===== config.mk =====
export PLATFORM = sky130hd
export DESIGN_NAME = fetch_stage
export DESIGN_NICKNAME = d
export VERILOG_FILES = /design/src/rtl/fetch_pkg.sv /design/src/rtl/fetch_skid_buf.sv /design/src/rtl/fetch_stage.sv
export VERILOG_INCLUDE_DIRS = /design/src /design/src/rtl
export SDC_FILE = /design/constraint.sdc
export NUM_CORES = 1
export LEC_CHECK = 0
export CORE_MARGIN = 2
export CORE_UTILIZATION = 50
export DETAILED_ROUTE_END_ITERATION = 6
export GPL_TIMING_DRIVEN = 0
export PLACE_DENSITY = 0.8
export SLEW_MARGIN = 10
export SYNTH_ARGS = -nofsm -noshare
export SYNTH_HDL_FRONTEND = slang
export SYNTH_SLANG_ARGS = --single-unit

===== constraint.sdc =====
create_clock -name clk -period 3 [get_ports clk]
set_clock_uncertainty 0.15 [all_clocks]
set_input_delay 0.6 -clock clk [delete_from_list [all_inputs] [get_ports clk]]
set_output_delay 0.6 -clock clk [all_outputs]
set_load 0.005 [all_outputs]

===== src/rtl/constants.sv =====
// Shared encodings for the fetch stage request FSM and the canonical NOP word.
`ifndef FETCH_CONSTANTS_SV
`define FETCH_CONSTANTS_SV
`define FETCH_ST_WIDTH 2
`define FETCH_ST_IDLE 2'd0
`define FETCH_ST_WAIT 2'd1
`define FETCH_ST_DROP 2'd2
`define INST_NOP 32'h00000013
`endif


===== src/rtl/fetch_pkg.sv =====
// Types shared by the fetch stage and its skid buffer.
`ifndef FETCH_CONSTANTS_SV
`include "constants.sv"
`endif

package fetch_pkg;

    typedef enum logic [`FETCH_ST_WIDTH-1:0] {
        ST_IDLE = `FETCH_ST_IDLE,
        ST_WAIT = `FETCH_ST_WAIT,
        ST_DROP = `FETCH_ST_DROP
    } fetch_st_e;

    typedef struct packed {
        logic [15:0] pc;
        logic [31:0] inst;
    } fetch_entry_t;

    function automatic logic [15:0] align_pc(input logic [15:0] pc);
        return pc & 16'hFFFC;
    endfunction

endpackage


===== src/rtl/fetch_skid_buf.sv =====
// One-entry {pc,inst} holding buffer; registered, no added latency on push.
// Push overrides a same-cycle pop; flush overrides both.
module fetch_skid_buf
    import fetch_pkg::*;
(
    input  logic         clk,
    input  logic         rst,
    input  logic         push_vld,
    input  fetch_entry_t push_dat,
    input  logic         pop,
    input  logic         flush,
    output logic         skid_vld,
    output fetch_entry_t skid_dat
);

    logic         vld_q, vld_d;
    fetch_entry_t dat_q, dat_d;

    always_comb begin
        vld_d = vld_q;
        dat_d = dat_q;
        if (flush) begin
            vld_d = 1'b0;
        end else if (push_vld) begin
            vld_d = 1'b1;
            dat_d = push_dat;
        end else if (pop) begin
            vld_d = 1'b0;
        end
    end

    always_ff @(posedge clk) begin
        if (rst) begin
            vld_q <= 1'b0;
            dat_q <= '0;
        end else begin
            vld_q <= vld_d;
            dat_q <= dat_d;
        end
    end

    assign skid_vld = vld_q;
    assign skid_dat = dat_q;

endmodule


===== src/rtl/fetch_stage.sv =====
// Instruction fetch: one outstanding imem request, 2-cycle accept-to-decode latency.
// Decode stall holds the output regs; a 1-entry skid absorbs the in-flight response.
module fetch_stage
    import fetch_pkg::*;
#(
    parameter logic [15:0] RESET_PC = 16'h0000
) (
    input  logic        clk,
    input  logic        rst,
    output logic        imem_req,
    output logic [15:0] imem_addr,
    input  logic        imem_ready,
    input  logic        imem_rvalid,
    input  logic [31:0] imem_rdata,
    input  logic        redirect_valid,
    input  logic [15:0] redirect_pc,
    input  logic        decode_stall,
    output logic        decode_valid,
    output logic [15:0] decode_pc,
    output logic [31:0] decode_inst
);

    fetch_st_e    state_q, state_d;
    logic [15:0]  fetch_pc_q, fetch_pc_d;
    logic [15:0]  req_pc_q, req_pc_d;
    logic         out_vld_q, out_vld_d;
    fetch_entry_t out_q, out_d;

    logic         skid_vld;
    fetch_entry_t skid_dat;
    logic         consume, accept, resp, load_out, skid_push, skid_pop;
    logic [1:0]   occ;
    fetch_entry_t resp_entry;

    always_comb begin
        consume    = out_vld_q && !decode_stall;
        occ        = 2'(out_vld_q && decode_stall) + 2'(skid_vld) + 2'(state_q == ST_WAIT);
        imem_req   = !rst && !redirect_valid && (state_q != ST_DROP)
                     && (state_q == ST_IDLE || imem_rvalid) && (occ <= 2'd1);
        accept     = imem_req && imem_ready;
        resp       = (state_q == ST_WAIT) && imem_rvalid && !redirect_valid;
        load_out   = resp && (!out_vld_q || consume) && !skid_vld;
        skid_push  = resp && !load_out;
        skid_pop   = consume && skid_vld;
        resp_entry = '{pc: req_pc_q, inst: imem_rdata};
    end

    // A response landing in the redirect cycle is simply not loaded; only a
    // response still in flight after the redirect needs the DROP state.
    always_comb begin
        state_d = state_q;
        case (state_q)
            ST_IDLE: if (accept) state_d = ST_WAIT;
            ST_WAIT: begin
                if (imem_rvalid)         state_d = accept ? ST_WAIT : ST_IDLE;
                else if (redirect_valid) state_d = ST_DROP;
            end
            ST_DROP: if (imem_rvalid) state_d = ST_IDLE;
            default: state_d = ST_IDLE;
        endcase
    end

    always_comb begin
        fetch_pc_d = fetch_pc_q;
        req_pc_d   = req_pc_q;
        if (redirect_valid) begin
            fetch_pc_d = align_pc(redirect_pc);
        end else if (accept) begin
            fetch_pc_d = fetch_pc_q + 16'd4;
            req_pc_d   = fetch_pc_q;
        end
    end

    always_comb begin
        out_vld_d = out_vld_q;
        out_d     = out_q;
        if (redirect_valid) begin
            out_vld_d = 1'b0;
        end else if (skid_pop) begin
            out_vld_d = 1'b1;
            out_d     = skid_dat;
        end else if (load_out) begin
            out_vld_d = 1'b1;
            out_d     = resp_entry;
        end else if (consume) begin
            out_vld_d = 1'b0;
        end
    end

    always_ff @(posedge clk) begin
        if (rst) begin
            state_q    <= ST_IDLE;
            fetch_pc_q <= RESET_PC;
            req_pc_q   <= RESET_PC;
            out_vld_q  <= 1'b0;
            out_q      <= '0;
        end else begin
            state_q    <= state_d;
            fetch_pc_q <= fetch_pc_d;
            req_pc_q   <= req_pc_d;
            out_vld_q  <= out_vld_d;
            out_q      <= out_d;
        end
    end

    fetch_skid_buf u_skid (
        .clk      (clk),
        .rst      (rst),
        .push_vld (skid_push),
        .push_dat (resp_entry),
        .pop      (skid_pop),
        .flush    (redirect_valid),
        .skid_vld (skid_vld),
        .skid_dat (skid_dat)
    );

    assign imem_addr   = fetch_pc_q;
    assign decode_valid = out_vld_q;
    assign decode_pc    = out_q.pc;
    assign decode_inst  = out_q.inst;

    a_skid_no_overflow: assert property (@(posedge clk) disable iff (rst)
        !(skid_push && skid_vld && !skid_pop));

endmodule


After elaboration in Yosys (flattened, before gate mapping):

Index checks and enable logic that the tools add are counted.

* register bits: 132
* bits of input ports: 54
* output and inout port bits: 66
* logic and storage cells: 67

* $add $sub $neg: 3
* order comparisons: 1
* equality and inequality tests: 6
* muxes and demuxes: 15
* bitwise gates (word level): 1
* reductions and logical operators: 31

Operators with widths (count)
* 2-to-1 mux 48 bit: 2
* 2-to-1 mux 16 bit: 2
* adder 16 x 3 -> 16 bit, second input constant: 1
* logical AND 1 bit: 13
* 2-to-1 mux 2 bit: 4
* zero test 1 bit: 6
* 2-to-1 mux 1 bit: 6
* != test 2 bit, second input constant: 3
* one-hot mux 2 bit (3 select lines): 1
* AND reduction 2 bit: 3
* nonzero test 2 bit: 3
* != test 3 bit, second input constant: 1
* AND reduction 3 bit: 1
* nonzero test 3 bit: 1
* adder 1 x 1 -> 2 bit: 1
* adder 2 x 1 -> 2 bit: 1
* == test 2 x 1 -> 1 bit, second input constant: 1
* == test 2 bit, second input constant: 1
* <= comparator 2 x 1 -> 1 bit, second input constant: 1
* zero test 2 bit: 1
* logical OR 1 bit: 2
* OR reduction 2 bit: 1
* NOT 1 bit: 1

Depth between registers and ports, before layout:

Gate-level depths: netlist of run 1.

* word-level depth: 9
* gate-level depth with buffers: 9
* gate-level depth less buffers: 6

Modules after synthesis:

Synthesis of run 1 repeated with hierarchy kept, for this count alone.

* cells, all modules: 685
* area, all modules: 5809.3 µm²

Modules (own cells, without submodules)
* fetch_stage: instances 1, cells each 463, area each 3588.4 µm²
* fetch_skid_buf: instances 1, cells each 222, area each 2220.9 µm²

Worst setup path before layout of run 1:

OpenSTA, ideal clock, no wires.

* kind: input to register
* start: input decode_stall
* end: register fetch_pc_q[15], in the netlist imem_addr[15]
* library setup time: 0.095 ns
* arrival: 2.272 ns
* required time: 2.755 ns
* setup slack: 0.482 ns
* stages on the path: 7
* cell sequence: and2_1 -> clkbuf_1 -> ha_1 -> nor4b_4 -> nand4_4 -> or4_1 -> a221oi_1

* cells in the longest elaborated chain, start to end: 7

Ends and longest elaborated chain
* start: declaration: RTL line fetch_stage.sv:17 `input logic decode_stall,`
* logical AND 1 bit: RTL line fetch_stage.sv:37 `occ = 2'(out_vld_q && decode_stall) + 2'(skid_vld) + 2'(state_q == ST_WAIT);`
* adder 1 x 1 -> 2 bit: RTL line fetch_stage.sv:37
* adder 2 x 1 -> 2 bit: RTL line fetch_stage.sv:37
* <= comparator 2 x 1 -> 1 bit: RTL line fetch_stage.sv:39 `&& (state_q == ST_IDLE || imem_rvalid) && (occ <= 2'd1);`
* logical AND 1 bit: RTL line fetch_stage.sv:39
* logical AND 1 bit: RTL line fetch_stage.sv:40 `accept = imem_req && imem_ready;`
* nonzero test 2 bit (no source line)
* end signal: assignment: RTL line fetch_stage.sv:99 `fetch_pc_q <= fetch_pc_d;`
* end: declaration: RTL line fetch_stage.sv:24 `logic [15:0] fetch_pc_q, fetch_pc_d;`

Every way passes these cells.
A chain may end at the register's enable or synchronous reset.

Worst setup path in the final report of run 1:

* start: input decode_stall
* end: output imem_req

* cells in the longest elaborated chain, start to end: 5

Ends and longest elaborated chain
* logical AND 1 bit: RTL line fetch_stage.sv:37
* adder 1 x 1 -> 2 bit: RTL line fetch_stage.sv:37
* adder 2 x 1 -> 2 bit: RTL line fetch_stage.sv:37
* <= comparator 2 x 1 -> 1 bit: RTL line fetch_stage.sv:39
* logical AND 1 bit: RTL line fetch_stage.sv:39
* end: declaration: RTL line fetch_stage.sv:10 `output logic imem_req,`

Every way passes these cells.

==> results.md, run 1 <==
- CTS tree: built
- Post-Syn Instances: 607
- Commonest non-fill, non-tap cell in the layout: nand2_1
- Crit. End Element: primary output
- Largest net degree at the start of global routing: 17
- Hold WS: 300 ps
- Post-route DRC: 0
- Vias: 4967
- Proportion of layout cells with a drive suffix above 1: 7.73%
- Hold buffer count at cts: 0
- Yosys cell types: 44
- Final nets: 795
- Worst relative slew slack: 54.8%
- Gpl congestion: 0.917
- RSZ-0062 raised after global routing: false
- TNS Setup: 0 ps
- Placement Rows: 37
- Post-synth ARST share: 0%
- Total Routing Usage GR: 26.5%
- Clock transition at path regs: 60 ps
- Via/cell ratio: 5.61
- Ys flop type: dfxtp_1
- Largest stage delay, worst path: 450 ps
- Arrival @ worst endpoint: 2080 ps
- Final period utilization: 94.3%
- Slew Viols, Final: 0
- Total CTS buffers: 17
- HPWL after detailed placement: 9920 um
- Critical path class: input pin to primary output
- Most frequent cells in the layout: 137 x nand2_1, 124 x dfxtp_1, 110 x clkdlybuf4s50_1
- Sequential area share after synthesis: 47.9%
- CTS sink cnt: 124
- Avg Cell Area, Syn: 8.54 um^2
- Fmax: 0.354 GHz
- Number of global-route vias before repair: 4977
- Peak supply drop: 0.000326 V
- Core area: 0.0102 mm^2
- Later-pin clock latency in the skew report: 510 ps
- I/O pin count: 120
- Setup crit start: decode_stall
- Min Tclk post-route: 2830 ps
- Initial antenna violation count: 0
- Slowest stage cell, crit path: clkdlybuf4s50_1
- Maxcap violations: 0
- Pwr Density: 592 mW/mm^2
- Worst slew pin tran: 678 ps
- Endpoints failing hold: 0
- Clock root cell: clkbuf_8
- Hold/Removal Path Class: input pin to flip-flop
- Cell Area, Synth: 0.00518 mm^2
- RR Startpoint: state_q[0]$_SDFFE_PP0P_
- Post-route ant nets: 0
- Clk buf depth: 2
- Diode count: 0
- Worst hold start: redirect_valid
- Post-synth EDFFs: 0
- Final wirelength: 14500 um
- Ys Warns: 0
- #FFs+latches synth: 124
- Status: completed
- PortBufs: 111
- Global-route wire length before repair: 23800 um
- WP data required: 2250 ps
- 1st-pass router iterations: 5
- Pleak: 2.69 nW
- Critical-path maximum fanout: 5
- Die ar.: 0.0112 mm^2
- CP Launch Type: input pin
- Final setup viols: 0
- Routed WL per cell: 16.3 um
- Fin util: 70.0%
- # H-tree levels: 4
- Area delta synth->final: 37.6%
- Worst path cell trace: clkdlybuf4s50_1 > and2_2 > ha_1 > nand2_2 > nand3_1 > nor4_2 > clkbuf_2
- DR iter-0 viols: 247
- Initial core utilization: 50.9%
- Grt ovf: 0
- Final Total Pwr: 4.22 mW
- Chip width: 106 um
- Die Ht: 106 um
cell usage after synthesis, types with 3 or more instances:
master / instances / area [um^2]
buf_2: 14 / 70.1
o21ai_0: 3 / 15.0
or4_1: 3 / 22.5
nor2_1: 49 / 184
dfxtp_1: 124 / 2480
inv_1: 4 / 15.0
clkbuf_1: 34 / 128
or3_1: 6 / 37.5
a21oi_1: 62 / 310
and3_1: 3 / 18.8
nand2_1: 138 / 518
mux2i_1: 46 / 460
a211oi_1: 51 / 383
nand3_1: 11 / 55.1
nand2b_1: 4 / 25.0
buf_4: 4 / 30.0
a31oi_1: 10 / 62.6
nor2b_1: 3 / 18.8
a32oi_1: 5 / 43.8
metrics by stage:
step | instances | instance area, um^2 | setup slack (ps)
finish | 886 | 7130 | 172
global route | 886 | 7130 | 92.8
CTS | 886 | 7130 | 18.3
detailed placement | 857 | 6480 | -479
global placement | 857 | 6480 | -456
floorplan | 610 | 5190 | 482
logic make-up after synthesis:
logic type	share of synthesized area, %
AOI/OAI and AO/OA	18.0
muxes	9.10
DFF	47.9
buffers and inverters	5.04
adders and majority gates	0.483
other	0.0723
and+or+nand+nor	19.4
critical path: cells and delay by family:
kind | cells | cell delay (ps)
buffers and inverters | 2 | 600
AND/OR/NAND/NOR | 4 | 590
adder cells (fa/ha/maj) | 1 | 290
path summary, 6_finish.rpt:
| kind | to | slack [ps] | cells past startpoint |
|---|---|---|---|
| min reg2reg | u_skid.skid_dat[39]$_SDFFE_PP0P_ | 310 | 2 |
| min | imem_addr[13]$_SDFFE_PP0P_ | 300 | 4 |
| max reg2reg | req_pc_q[14]$_SDFFE_PP0P_ | 360 | 9 |
| max | imem_req | 170 | 7 |
what timing repair did:
action	in CTS	in global routing
pin swaps	0	0
endpoints found under the setup margin	1	1
gates resized for setup	3	4
buffers inserted	0	0
final cells by class:
class	count	area [um^2]
fillers	761	3050
flip-flops and latches	124	2480
multi-input cells	427	2460
repair buffers	111	1110
clock buffers	17	414
plain buffers	54	244
clock inverters	13	240
well taps	136	170
inverters	4	15.0
where the power goes:
group	internal (mW)	switching (mW)	total, mW
clock network	1.52	0.744	2.26
logic	0.139	0.123	0.262
registers	1.67	0.0304	1.70
state kept, by name, indices dropped and copies added, names as in the netlist:
register         flops
decode_pc           14
req_pc_q            14
imem_addr           14
decode_valid         1
state_q              2
u_skid.skid_dat     46
u_skid.skid_vld      1
decode_inst         32
per-layer routing:
metal / share of wire, % / vias to the layer above / wire length [um] / global-route usage, %
met5: 0 / - / 0 / 0
met2: 49 / 201 / 7140 / 45.1
li1: - / 2377 / - / -
met3: 7.0 / 24 / 1010 / 6.62
met1: 42 / 2365 / 6090 / 32.5
met4: 1.6 / 0 / 232 / 9.30
No activity file was read; power rests on OpenSTA's default activity.
==> run 2: changes to the inputs <==
REMOVE_ABC_BUFFERS = 1   (was default)
==> run 2 against run 1 <==
  * Final cell count shrank 4.3%
  * Count of clock-buffer cells in the layout rose by 2
  * Clock power shrank 9%
  * Critical path type is now input pin to flip-flop
  * Non-clock buffer count decreased by 39
==> results.md, run 2 (synthesis gave the netlist of run 1 again) <==
- Gpl congestion: 0.802
- WP data required: 3260 ps
- Largest register FFs: 46
- Arrival @ worst endpoint: 3160 ps
- Final wirelength: 12600 um
- Critical path class: input pin to flip-flop
- Switch share: 21.4%
- Pleak: 2.66 nW
- HPWL after detailed placement: 8280 um
- Critical-path maximum fanout: 37
- Endpoints failing hold: 0
- Crit. End Element: flip-flop
- Initial antenna violation count: 0
- Area delta synth->final: 37.7%
- Pwr Density: 561 mW/mm^2
- Post-route ant nets: 0
- Post-route DRC: 0
- Clock root cell: clkbuf_8
- Worst hold start: u_skid.skid_dat[47]$_SDFFE_PP0P_
- Via/cell ratio: 5.46
- RR Startpoint: state_q[1]$_SDFFE_PP0P_
- Non-Filler Instances: 848
- R2R depth: 6
- Clock share of power: 51.4%
- Worst slew pin tran: 1080 ps
- PortBufs: 113
- Largest net degree at the start of global routing: 81
- Hold/Removal Path Class: flip-flop to flip-flop
- Fmax: 0.345 GHz
- Initial core utilization: 50.9%
- Final setup margin: 103 ps
- Commonest non-fill, non-tap cell in the layout: nand2_1
- Final nets: 756
- Proportion of layout cells with a drive suffix above 1: 7.72%
- Maxcap violations: 0
- Routed WL per cell: 14.8 um
- Power Internal: 3.15 mW
- Clk buf depth: 2
- Dpl ws: -706 ps
- Hold Path Cell Cnt: 2
- Most frequent cells in the layout: 137 x nand2_1, 124 x dfxtp_1, 110 x clkdlybuf4s50_1
- DR iter-0 viols: 220
- Chip width: 106 um
- CTS tree: built
- P_sw: 856 uW
- Placement Rows: 37
- Global-route wire length before repair: 20800 um
- Largest stage delay, worst path: 660 ps
- CP Launch Type: input pin
- Final setup viols: 0
- Die ar.: 0.0112 mm^2
- Slew Viols, Final: 0
- Number of global-route vias before repair: 4403
- Diode count: 0
- Vias: 4633
- Min Tclk post-route: 2900 ps
- I/O pin count: 120
- CTS sink cnt: 124
- Hold Crit Endpoint: u_skid.skid_dat[47]$_SDFFE_PP0P_
- Worst path cell trace: clkdlybuf4s50_1 > and2_4 > ha_1 > nor4b_4 > nand4_4 > or4_4 > a221oi_1
- Combinational Power Share: 6.2%
- Core area: 0.0102 mm^2
- Peak supply drop: 0.000411 V
- Status: completed
- Placed cells: 816
- Total CTS buffers: 17
- Reg2reg setup slack: 320 ps
- Final period utilization: 96.6%
- Total Routing Usage GR: 22.8%
- 1st-pass router iterations: 5
- Clock transition at path regs: 60 ps
- Slowest stage cell, crit path: or4_4
- RSZ-0062 raised after global routing: false
- Die Ht: 106 um
- Later-pin clock latency in the skew report: 510 ps
- Seq pwr share: 42.4%
- Grt ovf: 0
- Worst relative slew slack: 27.7%
- Worst reg2reg endpoint: imem_addr[15]$_SDFFE_PP0P_
- # H-tree levels: 4
==> run 2: through the flow <==
stage                     area (um^2)  hold WS [ps]  util, %  power, mW  setup TNS [ps]
final                            7140           301     70.1       4.00               0
after global routing             7140           318     70.1       4.14               0
after CTS                        7120           304     69.9       4.03           -10.8
after detailed placement         6520           296     64.0       1.98          -45140
after global placement           6250           291     61.4       1.97         -487680
after floorplan                  4950           280        -       1.80         -161430
==> run 2: critical path: cells and delay by family <==
kind	cells	cell delay, ps
AOI/OAI and AO/OA	1	250
and+or+nand+nor	4	1620
adders and majority gates	1	230
buffers and inverters	1	460
==> run 2: how the worst max path moves through the flow <==
| stage | start | endpoint | slack, ps | cells past startpoint |
|---|---|---|---|---|
| 6_report | decode_stall | imem_addr[15]$_SDFFE_PP0P_ | 100 | 7 |
| 5_1_grt | decode_stall | imem_addr[15]$_SDFFE_PP0P_ | 2 | 7 |
| 4_1_cts | decode_stall | imem_req | -10 | 7 |
| 3_5_place_dp | redirect_valid | imem_addr[15]$_SDFFE_PP0P_ | -710 | 5 |
| 3_3_place_gp | redirect_valid | decode_pc[4]$_SDFFE_PP0P_ | -7000 | 3 |
| 2_1_floorplan | decode_stall | decode_inst[0]$_SDFFE_PP0P_ | -3510 | 3 |
==> run 2: layer usage <==
layer / GRT usage (%) / wire (um)
met1: 29.6 / 5610
met2: 37.8 / 6020
met3: 5.57 / 844
met4: 6.58 / 84
met5: 0 / 0
==> run 2: power groups by stage <==
stage | Sequential, mW | Clock, mW | Combinational (mW)
floorplan | 1.73 | 0 | 0.0735
CTS | 1.70 | 2.09 | 0.246
detailed placement | 1.73 | 0 | 0.245
finish | 1.70 | 2.06 | 0.246
global route | 1.70 | 2.17 | 0.268
global placement | 1.73 | 0 | 0.238
==> run 2: repair_timing <==
item,CTS,global route
buffers inserted,0,1
pin swaps,0,1
setup endpoints to repair,14,2
hold buffers,0,0
gates resized for setup,6,5
==> run 2: layout make-up <==
type	count	area (um^2)
well taps	136	170
multi-input cells	427	2500
inverters	4	15.0
clock buffers	19	422
flip-flops and latches	124	2480
clock inverters	12	173
fillers	787	3050
repair buffers	126	1380
==> run 3: changes to the inputs <==
RECOVER_POWER = 25   (was default)
==> run 3 against run 2 <==
  * Maximum frequency fell by 1.4%
  * Wire length barely moved
  * Worst setup slack got worse by 41 ps
  * Global-route usage did not move
  * Final cell count did not move
  * Count of clock-buffer cells in the layout did not move
  * Via count fell by 0.35%
  * Combinational power barely moved
  * Total power fell by 0.16%
  * Critical endpoint unchanged
==> results.md, run 3 (synthesis gave the netlist of run 1 again) <==
- WP data required: 3260 ps
- Total Routing Usage GR: 22.8%
- Post-route DRC: 0
- Endpoints failing hold: 0
- Commonest non-fill, non-tap cell in the layout: nand2_1
- Status: completed
- CTS sink cnt: 124
- Area delta synth->final: 37.7%
- Routed WL per cell: 14.8 um
- Non-Filler Instances: 848
- Initial antenna violation count: 0
- Hold Path Cell Cnt: 2
- Final period utilization: 98.0%
- Grt ovf: 0
- Arrival @ worst endpoint: 3200 ps
- Pwr Density: 560 mW/mm^2
- Placed cells: 816
- Worst path cell trace: clkdlybuf4s50_1 > and2_4 > ha_1 > nor4b_4 > nand4_4 > or4_4 > a221oi_1
- Crit path depth: 7
- Core area: 0.0102 mm^2
- Clock root cell: clkbuf_8
- Diode count: 0
- Largest stage delay, worst path: 670 ps
- Cell area after layout: 0.00714 mm^2
- Via/cell ratio: 5.44
- Slew Viols, Final: 0
- Clock transition at path regs: 60 ps
- Post-route ant nets: 0
- Final setup viols: 0
- Fin util: 70.1%
- Largest net degree at the start of global routing: 81
- CP Launch Type: input pin
- R2R depth: 6
- HPWL after detailed placement: 8280 um
- Peak supply drop: 0.000409 V
- Global-route wire length before repair: 20800 um
- Die ar.: 0.0112 mm^2
- Proportion of layout cells with a drive suffix above 1: 7.72%
- Most frequent cells in the layout: 137 x nand2_1, 124 x dfxtp_1, 68 x clkdlybuf4s50_1
- Initial core utilization: 50.9%
- Crit-path leading delay family: simple AND/OR/NAND/NOR gates
- Worst slew pin tran: 1060 ps
- PortBufs: 113
- Final nets: 756
- CTS tree: built
- 1st-pass router iterations: 5
- Maxcap violations: 0
- Crit. End Element: flip-flop
- # H-tree levels: 4
- Chip width: 106 um
- Vias: 4617
- Final wirelength: 12600 um
- Worst Path Buf+Inv: 1
- Die Ht: 106 um
- Fmax: 0.340 GHz
- Number of global-route vias before repair: 4403
- Hold/Removal Path Class: flip-flop to flip-flop
- Worst relative slew slack: 29.2%
- Critical path class: input pin to flip-flop
- Gpl congestion: 0.802
- I/O pin count: 120
- Pleak: 2.80 nW
- Total CTS buffers: 17
- DR iter-0 viols: 204
- Placed inst area: 0.00652 mm^2
- Later-pin clock latency in the skew report: 500 ps
- Largest register FFs: 46
- Clk buf depth: 2
- Min Tclk post-route: 2940 ps
- Slowest stage cell, crit path: or4_4
- Placement Rows: 37
- RSZ-0062 raised after global routing: false
- Critical-path maximum fanout: 37
==> run 3: cell count changes in the layout (fill, tap and decap cells not counted) <==
cell             previous run  this run
clkdlybuf4s50_1           110        68
dlygate4sd3_1               0        42
==> run 3: layer usage <==
| metal | track usage (%) | vias to the layer above | share of wire, % |
|---|---|---|---|
| met5 | 0 | - | 0 |
| met4 | 6.58 | 0 | 0.49 |
| met3 | 5.57 | 8 | 6.2 |
| met2 | 37.8 | 151 | 48 |
| met1 | 29.6 | 2145 | 45 |
| li1 | - | 2313 | - |
==> run 3: worst min-delay path, cell delays in order (launching register included) <==
cell and delay [ps]:
dfxtp_1 300, nand2_1 50, a21oi_1 50
==> run 3: final cells by class <==
class | count | area (um^2)
clock inverters | 12 | 173
well taps | 136 | 170
flip-flops and latches | 124 | 2480
fillers | 787 | 3050
clock buffers | 19 | 422
inverters | 4 | 15.0
repair buffers | 126 | 1380
multi-input cells | 427 | 2500
==> run 3: power breakdown <==
part / switching, mW / internal (mW) / total [mW]
clock network: 0.715 / 1.34 / 2.05
logic: 0.111 / 0.132 / 0.243
registers: 0.0261 / 1.67 / 1.70
==> run 3: what timing repair did <==
item                       CTS  global route
gates resized for setup      6             5
hold buffers                 0             0
setup buffers                0             1
pin swaps                    0             1
setup endpoints to repair   14             2
==> run 3: path summary, 6_finish.rpt <==
path | start | to | slack (ps)
setup / recovery | decode_stall | imem_addr[15]$_SDFFE_PP0P_ | 60
hold / removal | u_skid.skid_dat[47]$_SDFFE_PP0P_ | u_skid.skid_dat[47]$_SDFFE_PP0P_ | 300
setup reg to reg | state_q[1]$_SDFFE_PP0P_ | imem_addr[15]$_SDFFE_PP0P_ | 290
hold reg to reg | u_skid.skid_dat[47]$_SDFFE_PP0P_ | u_skid.skid_dat[47]$_SDFFE_PP0P_ | 300
==> run 3: through the flow <==
step                      power [mW]  setup slack [ps]  hold WS (ps)  setup TNS, ps
final                           4.00              61.4           301              0
after global routing            4.14              2.36           318              0
after CTS                       4.03             -10.8           304          -10.8
after detailed placement        1.98              -706           296         -45140
after global placement          1.97             -7000           291        -487680
after floorplan                 1.80             -3510           280        -161430
